## src/rtl/opb_register_bank.sv

```systemverilog
// OPB slave bank of NUM_REGS registers, each bus-to-fabric (staged, committed on BE[3]) or fabric-to-bus (held snapshot).
// One-cycle acknowledge per access, no wait states; a select held through ACK is served every other cycle.
module opb_register_bank #(
   parameter logic [31:0] C_BASEADDR   = 32'h0000_0000,
   parameter logic [31:0] C_HIGHADDR   = 32'h0000_FFFF,
   parameter int          C_OPB_AWIDTH = 32,
   parameter int          C_OPB_DWIDTH = 32,
   parameter string       C_FAMILY     = "default",
   parameter int          NUM_REGS     = 4,
   parameter int          REG_WIDTH    = 32,
   parameter logic [15:0] DIR_MASK     = 16'h0000
) (
   input  logic                          OPB_Clk,
   input  logic                          OPB_Rst_n,
   input  logic [0:31]                   OPB_ABus,
   input  logic [0:3]                    OPB_BE,
   input  logic [0:31]                   OPB_DBus,
   input  logic                          OPB_RNW,
   input  logic                          OPB_select,
   input  logic                          OPB_seqAddr,
   output logic [0:31]                   Sl_DBus,
   output logic                          Sl_xferAck,
   output logic                          Sl_errAck,
   output logic                          Sl_retry,
   output logic                          Sl_toutSup,
   output logic [NUM_REGS*REG_WIDTH-1:0] user_data_out,
   output logic [NUM_REGS-1:0]           user_strobe,
   input  logic [NUM_REGS*REG_WIDTH-1:0] user_data_in
);

   localparam int    unused_width  = C_OPB_AWIDTH + C_OPB_DWIDTH;
   localparam string unused_family = C_FAMILY;

   typedef enum logic {S_IDLE, S_ACK} state_t;

   state_t                        state_q, state_d;
   logic                          ack_q, ack_d;
   logic [31:0]                   dbus_q, dbus_d;
   logic [REG_WIDTH-1:0]          stage_q [NUM_REGS];
   logic [REG_WIDTH-1:0]          stage_d [NUM_REGS];
   logic [REG_WIDTH-1:0]          snap_q  [NUM_REGS];
   logic [REG_WIDTH-1:0]          snap_d  [NUM_REGS];
   logic [NUM_REGS-1:0]           hold_q, hold_d;
   logic [NUM_REGS-1:0]           strobe_q, strobe_d;
   logic [NUM_REGS*REG_WIDTH-1:0] out_q, out_d;
   logic [NUM_REGS-1:0]           sel;

   logic [31:0]          addr, wdat, offset, bemask;
   logic [REG_WIDTH-1:0] wmask, wval;
   logic                 hit;
   logic                 unused_ok;

   // Bus bit 0 is the MSB, so plain assignment to [31:0] lands OPB bit 0 on bit 31.
   assign addr   = OPB_ABus;
   assign wdat   = OPB_DBus;
   assign offset = addr - C_BASEADDR;
   assign bemask = {{8{OPB_BE[0]}}, {8{OPB_BE[1]}}, {8{OPB_BE[2]}}, {8{OPB_BE[3]}}};
   assign wmask  = bemask[REG_WIDTH-1:0];
   assign wval   = wdat[REG_WIDTH-1:0];
   assign hit    = OPB_select && (state_q == S_IDLE) && (offset <= (C_HIGHADDR - C_BASEADDR));

   always_comb begin
      for (int i = 0; i < NUM_REGS; i++) begin
         sel[i] = hit && (offset[31:2] == 30'(i));
      end
   end

   always_comb begin
      state_d  = hit ? S_ACK : S_IDLE;
      ack_d    = hit;
      dbus_d   = '0;
      hold_d   = hold_q;
      strobe_d = '0;
      out_d    = out_q;
      for (int i = 0; i < NUM_REGS; i++) begin
         stage_d[i] = stage_q[i];
         snap_d[i]  = snap_q[i];
         if (DIR_MASK[i]) begin
            if (sel[i] && OPB_RNW) begin
               dbus_d    = 32'(snap_q[i]);
               hold_d[i] = (hold_q[i] | OPB_BE[0]) & ~OPB_BE[3];
            end
            // Freeze on the edge that sets hold so the value just returned is the one kept.
            if (!hold_q[i] && !hold_d[i]) begin
               snap_d[i] = user_data_in[i*REG_WIDTH +: REG_WIDTH];
            end
         end else if (sel[i] && OPB_RNW) begin
            dbus_d = 32'(stage_q[i]);
         end else if (sel[i]) begin
            stage_d[i] = (stage_q[i] & ~wmask) | (wval & wmask);
            if (OPB_BE[3]) begin
               out_d[i*REG_WIDTH +: REG_WIDTH] = stage_d[i];
               strobe_d[i]                     = 1'b1;
            end
         end
      end
   end

   always_ff @(posedge OPB_Clk or negedge OPB_Rst_n) begin
      if (!OPB_Rst_n) begin
         state_q  <= S_IDLE;
         ack_q    <= 1'b0;
         dbus_q   <= '0;
         hold_q   <= '0;
         strobe_q <= '0;
         out_q    <= '0;
         for (int i = 0; i < NUM_REGS; i++) begin
            stage_q[i] <= '0;
            snap_q[i]  <= '0;
         end
      end else begin
         state_q  <= state_d;
         ack_q    <= ack_d;
         dbus_q   <= dbus_d;
         hold_q   <= hold_d;
         strobe_q <= strobe_d;
         out_q    <= out_d;
         for (int i = 0; i < NUM_REGS; i++) begin
            stage_q[i] <= stage_d[i];
            snap_q[i]  <= snap_d[i];
         end
      end
   end

   assign Sl_DBus       = dbus_q;
   assign Sl_xferAck    = ack_q;
   assign Sl_errAck     = 1'b0;
   assign Sl_retry      = 1'b0;
   assign Sl_toutSup    = 1'b0;
   assign user_data_out = out_q;
   assign user_strobe   = strobe_q;

   assign unused_ok = ^{OPB_seqAddr, offset[1:0], wdat, bemask};

endmodule

```

## config.mk

```make
export PLATFORM = sky130hd
export DESIGN_NAME = opb_register_bank
export DESIGN_NICKNAME = d
export VERILOG_FILES = /design/src/rtl/opb_register_bank.sv
export SDC_FILE = /design/constraint.sdc
export NUM_CORES = 1
export LEC_CHECK = 0
export BUFFER_PORTS_ARGS = -buffer_cell sky130_fd_sc_hd__buf_2
export CAP_MARGIN = 40
export CORE_MARGIN = 3
export CORE_UTILIZATION = 23
export CTS_CLUSTER_DIAMETER = 150
export DETAILED_ROUTE_END_ITERATION = 10
export GPL_TIMING_DRIVEN = 0
export PLACE_DENSITY_LB_ADDON = 0.12
export SLEW_MARGIN = 10
export SYNTH_ARGS = -nofsm -noshare
export SYNTH_HDL_FRONTEND = slang
export SYNTH_SLANG_ARGS = --single-unit
```

## constraint.sdc

```tcl
create_clock -name OPB_Clk -period 5 [get_ports OPB_Clk]
set_clock_uncertainty 0.2 [all_clocks]
set_input_delay 1 -clock OPB_Clk [delete_from_list [all_inputs] [get_ports OPB_Clk]]
set_output_delay 1 -clock OPB_Clk [all_outputs]
set_load 0.005 [all_outputs]
```

* Yosys cells after proc, flatten, opt, wreduce, memory -nomap -nowiden
Index checks and enable logic that the tools add are counted.
Word-level totals: bits in latches 0, memories 0, memory bits (writable) 0, output and inout port bits 168, register bits after elaboration 294, bits in read-only memories 0, input port bits 201, word-level logic and storage cells 64
Cells by class: multipliers 0, reduce and logical (&&, ||, !) cells 19, equality and inequality tests 3, shift operators 0, $add $sub $neg 0, order comparisons 1, mux-type cells 14, bitwise operators 15, divide/modulo/power cells 0
Operators with widths (number):
- 32-bit AND | 5
- 32-bit 2-to-1 mux | 4
- 32-bit OR | 4
- 30-bit by 2-bit equality test with 1-bit output (second input constant) | 2
- 32-bit by 16-bit <= comparator with 1-bit output (second input constant) | 1
- 32-bit NOT | 1
- 30-bit by 1-bit equality test with 1-bit output (second input constant) | 1
- 30-bit zero test | 1
- 3-bit AND reduction | 4
- 1-bit logical AND | 10
- 1-bit 2-to-1 mux | 10
- 2-bit AND reduction | 4
- 1-bit NOT | 5

* Longest topological paths before layout
Gate-level depths: netlist of run 1.
word-level depth 9, depth in mapped cells 6, mapped depth without buffers 4

* Least setup slack after synthesis of run 1
OpenSTA, ideal clock, no wires.
path type in2reg, from input port OPB_ABus[23] in the netlist's numbering, to register stage_q[0] in the netlist's numbering, stages 6, slack 2.179 ns, arrival 2.496 ns, data required time 4.675 ns, path through nor4_2 > and4_1 > buf_2 > nor4b_4 > buf_6 > mux2_2
Between the ends: word-level cells in the longest chain between the ends 6
Ends and longest elaborated chain:
- start: declaration | line 15 | input logic [0:31] OPB_ABus,
- 32-bit by 16-bit <= comparator with 1-bit output | line 60 | assign hit = OPB_select && (state_q == S_IDLE) && (offset <= (C_HIGHADDR - C_BASEADDR));
- 1-bit logical AND | line 60
- 1-bit logical AND * | line 64 | sel[i] = hit && (offset[31:2] == 30'(i));
- 1-bit logical AND | line 87 | end else if (sel[i] && OPB_RNW) begin
- 1-bit NOT (no line)
- 2-bit AND reduction (no line) *
- end signal: indexed assignment | line 119 | stage_q[i] <= stage_d[i];
- end: declaration | line 39 | logic [REG_WIDTH-1:0] stage_q [NUM_REGS];
Mark *: on every way between the ends. The rest lies on a longest branch, timed or not. A chain may end at the register's enable or synchronous reset.

* Worst setup path after layout of run 1
from input port OPB_ABus[11] in the netlist's numbering, to register out_q[27] (netlist: user_data_out[27])
Between the ends: word-level cells in the longest chain between the ends 6
Ends and longest elaborated chain:
- 32-bit by 16-bit <= comparator with 1-bit output | line 60
- 1-bit logical AND | line 60
- 1-bit logical AND * | line 64
- 1-bit logical AND | line 87
- 1-bit NOT (no line)
- 3-bit AND reduction (no line) *
- end signal: assignment | line 117 | out_q <= out_d;
- end: declaration | line 45 | logic [NUM_REGS*REG_WIDTH-1:0] out_q, out_d;
Marks and branches as above.

==> flow_metrics.env, run 1 <==
export IMPL_required_ns=5.22
export IMPL_yosysWarnings=0
export IMPL_finalSetupViolations=0
export IMPL_core_area_um2=55300
export IMPL_arrival_ns=3.21
export IMPL_status="complete, no violations"
export IMPL_grtUsageMet2_pct=22.7
export IMPL_holdBufCountCts=0
export IMPL_period_needed_ns=2.98
export IMPL_hold_viol=0
export IMPL_cts_buffer_depth=3
export IMPL_fmax_ghz=0.335
export IMPL_max_stage_delay_ns=0.44
export IMPL_synthDistinctLibCells=26
export IMPL_peakVddDrop_v=0.000178
export IMPL_synthToLayoutAreaGrowth_pct=27.3
export IMPL_pre_cts_ws_ns=1.35
export IMPL_slowest_stage="nor4_1"
export IMPL_clkLatencyLatePin_ns=0.54
export IMPL_avgSynthCellArea_um2=15.7
export IMPL_grt_overflow_total=0
export IMPL_cts_root_buffer_cell="clkbuf_16"
export IMPL_synth_area_um2=12900
export IMPL_path_class="in -> reg"
export IMPL_path_buf_inv=4
export IMPL_synth_seq_area_share_pct=56.9
export IMPL_dpl_hpwl_um=27900
export IMPL_synthCells=820
export IMPL_wl_per_cell_um=21.7
export IMPL_worstPathMaxFanout=7
export IMPL_synth_seq_cells=293
export IMPL_grt_max_degree=100
export IMPL_p_switching_mw=1.19
export IMPL_cts_repair_resized=0
export IMPL_max_slew_margin_rel_pct=38.1
export IMPL_antenna_left=0
export IMPL_die_h_um=243
export IMPL_drive_gt1_share_pct=60.9
export IMPL_die_area_um2=58900
export IMPL_fin_ws_ns=2.02
export IMPL_pwr_share_clk_pct=50.4
export IMPL_placed_cell_area_um2=15200
export IMPL_rows=86
export IMPL_cts_tree="done"
export IMPL_tns_ns=0
export IMPL_p_int_mw=4.09
export IMPL_start_util_pct=23.3
export IMPL_pin_count=369
export IMPL_switching_share_pct=22.6
export IMPL_slew_viol_final=0
export IMPL_rsz0062_at_grt="no"
export IMPL_use_met3_pct=3.60
export IMPL_grt_use_met1_pct=18.7
export IMPL_leakagePower_nw=8.45
export IMPL_vias=8008
export IMPL_cp_cell_sequence="buf_2, nor4_1, and4_1, buf_2, nand3_1, buf_1, buf_8, mux2_2"
export IMPL_grtUsageTotal_pct=13.9
export IMPL_die_width_um=243
export IMPL_clock_sinks=293
export IMPL_post_cts_buffers=0
export IMPL_critPathTopFamily="simple AND/OR/NAND/NOR gates"
export IMPL_antenna_found_initial=4
export IMPL_grt_pass1_vias=8770
export IMPL_dr_pass1_iters=4
export IMPL_cp_start_kind="input port"
export IMPL_finalWirelength_um=40800
export IMPL_drc=0
export IMPL_stdcell_area_um2=16400
export IMPL_drt_iter0_drc=298
export IMPL_cts_buffers=38
export IMPL_clkSlewWorstSetupHoldPaths_ns=0.06
export IMPL_power_total_mw=5.28
export IMPL_grt_busiest_layer="met2"
export IMPL_seqPwrFrac_pct=44.9
export IMPL_viasPerCell=4.26
export IMPL_min_period_over_period_pct=59.7
export IMPL_pwr_share_comb_pct=4.6
export IMPL_cpMostUsedCell="buf_2"
export IMPL_nNetsFinal=1305
export IMPL_setup_worst_path_end_class="register"
export IMPL_grt_pass1_wl_um=60900
export IMPL_hp_class="in -> async"
export IMPL_powerDensity_nw_per_um2=322
export IMPL_worstMarginPinSlew_ns=0.929
export IMPL_maxCapViolCount=0
export IMPL_port_buffers=231
export IMPL_routabilityCongestion=0.673
export IMPL_htree_levels=2
[synth_stat cells, drive strengths merged]
library cell  count  share of area, %
mux2            352                31
dfrtp           293                57
buf              33               1.5
mux4             32               5.6
nor2b            32               1.6
clkbuf           15              0.44
nor2             14              0.41
nand3            13              0.89
nor3              7              0.27
nand2b            6              0.29
nor4              6              0.44
nand2             5              0.15
and3              2             0.097
and4              2              0.14
nand4             2             0.097
nor4b             2              0.30
or4               2              0.12
conb              1             0.029
or3               1             0.049
[stage by stage]
step           hold WS (ns)  util [%]  std cells
4_1_cts             0.00329      29.7       1879
3_5_place_dp          0.271      27.5       1812
2_1_floorplan         0.274         -        822
5_1_grt             0.00779      29.7       1879
3_3_place_gp          0.265      27.1       1801
6_report             0.0431      29.7       1880
[placed cells by master (no fill, tap or decap), drive strengths merged, types with 7 or more instances in the layout]
master / instances
buf: 275
clkbuf: 78
dfrtp: 293
mux2: 352
mux4: 32
nand3: 13
nor2: 14
nor2b: 32
nor3: 7
[worst register-to-register path, delay by kind of cell (launching register included)]
| family | cells | cell delay (ns) |
|---|---|---|
| flops | 1 | 0.39 |
| simple gates | 4 | 1.72 |
| buf+inv | 1 | 0.31 |
[sequential cells by signal, summed over array words and instances (netlist names)]
register,flops
stage_q,128
user_data_out,128
user_strobe,4
Sl_xferAck,1
Sl_DBus,32
[final cells by class]
type | count | area [um2]
clock buffers | 63 | 1200
fillers | 5675 | 38900
repair buffers | 242 | 1350
well taps | 748 | 936
flip-flops and latches | 293 | 7330
diodes | 1 | 2.50
clock inverters | 4 | 22.5
plain buffers | 48 | 254
multi-input cells | 481 | 5310
[metal layers]
layer	share of wire (%)	up-vias
li1	-	3565
met1	46	4189
met2	47	197
met3	5.2	51
met4	1.5	6
met5	0.083	-
[path summary, 6_finish.rpt]
check | start | to | slack, ns | cells after the start
max in group asynchronous | OPB_Rst_n | user_data_out[13] | 3.33 | 3
worst min-delay path | OPB_Rst_n | user_data_out[67] | 0.04 | 1
min in group OPB_Clk | user_data_out[109] | user_data_out[109] | 0.28 | 1
worst max-delay path | OPB_ABus[11] | user_data_out[27] | 2.02 | 8
worst min register to register | user_data_out[109] | user_data_out[109] | 0.28 | 1
worst max register to register | Sl_xferAck | Sl_DBus[13] | 2.30 | 5
[power groups by stage]
| stage | clock network (mW) | registers [mW] | logic (mW) |
|---|---|---|---|
| floorplan | 0 | 2.42 | 0.0940 |
| global placement | 0 | 2.42 | 0.244 |
| detailed placement | 0 | 2.41 | 0.257 |
| CTS | 2.78 | 2.37 | 0.258 |
| global route | 2.88 | 2.37 | 0.277 |
| finish | 2.66 | 2.37 | 0.246 |
[cells by family (layout without fill, tap and decap cells)]
group / count (synthesis) / in the layout / synth area share, %
multiplexers: 384 / 384 / 36.3
flip-flops: 293 / 293 / 56.9
AND/OR/NAND/NOR: 94 / 94 / 4.79
buffers and inverters: 48 / 357 / 1.97
other: 1 / 4 / 0.0291
(Power assumes the default switching activity.)
==> run 2, diff against run 1 <==
Settings changed: ABC_AREA set to 1.
Clock period 5 ns to 2.6 ns, I/O delays scaled along.
==> flow_metrics.env, run 2 <==
export IMPL_status="complete, no violations"
export IMPL_nNetsFinal=2145
export IMPL_synthToLayoutAreaGrowth_pct=25.6
export IMPL_setup_worst_path_end_class="register"
export IMPL_max_slew_margin_rel_pct=49.1
export IMPL_rsz0062_at_grt="no"
export IMPL_synth_area_um2=13200
export IMPL_core_area_um2=56700
export IMPL_viasPerCell=4.38
export IMPL_grt_pass1_vias=12400
export IMPL_fillers=6307
export IMPL_vias=11900
export IMPL_yosysWarnings=0
export IMPL_synth_common_cells="544 x nand2_1, 293 x dfrtp_1, 223 x inv_1"
export IMPL_pin_count=369
export IMPL_die_h_um=246
export IMPL_cp_start_kind="register"
export IMPL_async_flop_share_pct=100
export IMPL_synth_most_common_cell="nand2_1"
export IMPL_cts_root_buffer_cell="clkbuf_16"
export IMPL_cts_buffers=36
export IMPL_maxCapViolCount=0
export IMPL_dpl_hpwl_um=40200
export IMPL_wl_per_cell_um=18.8
export IMPL_reg2reg_slack_ns=0.25
export IMPL_powerDensity_nw_per_um2=603
export IMPL_p_switching_mw=2.36
export IMPL_hp_class="in -> reg"
export IMPL_clkSlewWorstSetupHoldPaths_ns=0.06
export IMPL_arrival_ns=2.56
export IMPL_period_needed_ns=2.35
export IMPL_placed_cell_area_um2=15400
export IMPL_synthTopCellsByArea="dfrtp_1 55%, nand2_1 15%, inv_1 6.3%"
export IMPL_worstMarginPinSlew_ns=0.764
export IMPL_fmax_ghz=0.425
export IMPL_pre_cts_ws_ns=-0.445
export IMPL_synth_top_area_share_pct=55.4
export IMPL_leakagePower_nw=8.97
export IMPL_rows=87
export IMPL_antenna_found_initial=3
export IMPL_mostFrequentLayoutCells="544 x nand2_1, 293 x dfrtp_1, 260 x buf_2, 223 x inv_1, 125 x o21ai_0"
export IMPL_seqPwrFrac_pct=45.5
export IMPL_synthFlopType="dfrtp_1"
export IMPL_grt_max_degree=90
export IMPL_p_int_mw=7.66
export IMPL_cts_tree="done"
export IMPL_seq_area_um2=7330
export IMPL_cts_buffer_depth=3
export IMPL_required_ns=2.81
export IMPL_pwr_share_clk_pct=50.2
export IMPL_slew_viol_final=0
export IMPL_finalSetupViolations=0
export IMPL_layout_commonest_cell="nand2_1"
export IMPL_synth_seq_cells=293
export IMPL_stdcell_area_um2=16600
export IMPL_synth_edff_count=0
export IMPL_grt_pass1_wl_um=77200
export IMPL_drt_iter0_drc=795
export IMPL_synthDistinctLibCells=27
export IMPL_dr_pass1_iters=5
export IMPL_worstPathMaxFanout=10
export IMPL_die_area_um2=60500
export IMPL_synthCells=1670
export IMPL_synth_seq_area_share_pct=55.4
export IMPL_multiInputGateArea_um2=4620
export IMPL_grt_overflow_total=0
export IMPL_antenna_left=0
export IMPL_drive_gt1_share_pct=18.4
export IMPL_antenna_cells=0
export IMPL_fin_ws_ns=0.247
export IMPL_clkLatencyLatePin_ns=0.54
export IMPL_hold_viol=0
export IMPL_min_period_over_period_pct=90.5
export IMPL_port_buffers=230
export IMPL_htree_levels=2
export IMPL_drc=0
export IMPL_clock_sinks=293
export IMPL_pwr_share_comb_pct=4.3
export IMPL_avgSynthCellArea_um2=7.93
export IMPL_start_util_pct=23.3
export IMPL_path_class="reg -> reg"
export IMPL_die_width_um=246
export IMPL_yosys_area_top_type="dfrtp_1"
export IMPL_switching_share_pct=23.5
export IMPL_grtUsageTotal_pct=17.1
export IMPL_peakVddDrop_v=0.000291
export IMPL_finalWirelength_um=51300
export IMPL_routabilityCongestion=0.849
==> run 2: cell types whose count changed in the layout (fill, tap and decap cells not counted), sizes merged, moves of 35 or more <==
| cell | delta |
|---|---|
| mux2 | -352 |
| o21ai | +216 |
| a21oi | +96 |
| nand4 | +35 |
| nand2 | +540 |
| nor2 | +96 |
| inv | +228 |
==> run 2: per-stage QoR <==
step | utilization, % | TNS, ns | hold slack [ns] | std cells | power (mW)
after floorplan | - | 0 | 0.0244 | 1672 | 4.78
after global placement | 27.1 | -1523.79 | 0.266 | 2658 | 5.07
after detailed placement | 27.2 | -18.61 | 0.210 | 2661 | 5.09
after CTS | 29.3 | 0 | 0.0189 | 2723 | 10.2
after global routing | 29.3 | 0 | 0.0632 | 2723 | 10.4
final | 29.3 | 0 | 0.0544 | 2723 | 10.0
==> run 2: cells by family (layout without fill, tap and decap cells) <==
family,Yosys count,in the layout,share of synthesized area [%]
other,1,3,0.0283
DFF,293,293,55.4
AOI/OAI and AO/OA,312,312,11.8
buffers and inverters,324,619,9.82
and+or+nand+nor,740,740,23.0
==> run 2: timing repair <==
| action | in CTS | in global routing |
|---|---|---|
| setup buffers | 0 | 0 |
| endpoints found under the setup margin | 0 | 12 |
| hold buffers | 1 | 0 |
| gates resized for setup | 0 | 5 |
| endpoints found under the hold margin | 32 | 0 |
==> run 2: per-layer routing <==
metal,vias to the layer above,routed length [um],GRT usage (%)
met2,268,25500,29.7
met3,66,2310,2.90
met4,6,1020,4.38
met1,5832,22500,22.0
met5,-,40,0
li1,5757,-,-
==> run 2: critical path, stage by stage, from the launching register on <==
cell and delay [ns]:
dfrtp_1 0.39, nor2_2 0.19, nand3_2 0.14, inv_2 0.09
nand3_4 0.09, nor2_4 0.20, clkbuf_1 0.47, nand4_1 0.15
nand2_1 0.10, inv_1 0.04, nand2_1 0.06, nand2_1 0.10
==> run 2: layout make-up <==
type / instances / area share [%]
Sequential cell: 293 / 44.1
Multi-Input combinational cell: 1055 / 27.8
Timing Repair Buffer: 234 / 7.54
Clock buffer: 47 / 6.28
Tap cell: 756 / 5.69
Inverter: 229 / 5.17
Buffer: 95 / 2.69
Clock inverter: 14 / 0.723
==> run 2: path summary, 6_finish.rpt <==
check / startpoint / endpoint / cells after the start
hold reg to reg: user_data_out[26] / user_data_out[26] / 2
setup reg to reg: Sl_xferAck / Sl_DBus[24] / 11
max in group asynchronous: OPB_Rst_n / user_data_out[97] / 5
min in group asynchronous: OPB_Rst_n / user_data_out[75] / 2
hold / removal: OPB_DBus[28] / stage_q[67] / 3
setup / recovery: Sl_xferAck / Sl_DBus[24] / 11
==> run 2: power groups by stage <==
| stage | Clock, mW | Sequential, mW | Combinational (mW) |
|---|---|---|---|
| 2_1_floorplan | 0 | 4.64 | 0.140 |
| 3_3_place_gp | 0 | 4.64 | 0.426 |
| 3_5_place_dp | 0 | 4.64 | 0.446 |
| 4_1_cts | 5.21 | 4.56 | 0.448 |
| 5_1_grt | 5.38 | 4.56 | 0.481 |
| 6_report | 5.03 | 4.56 | 0.431 |
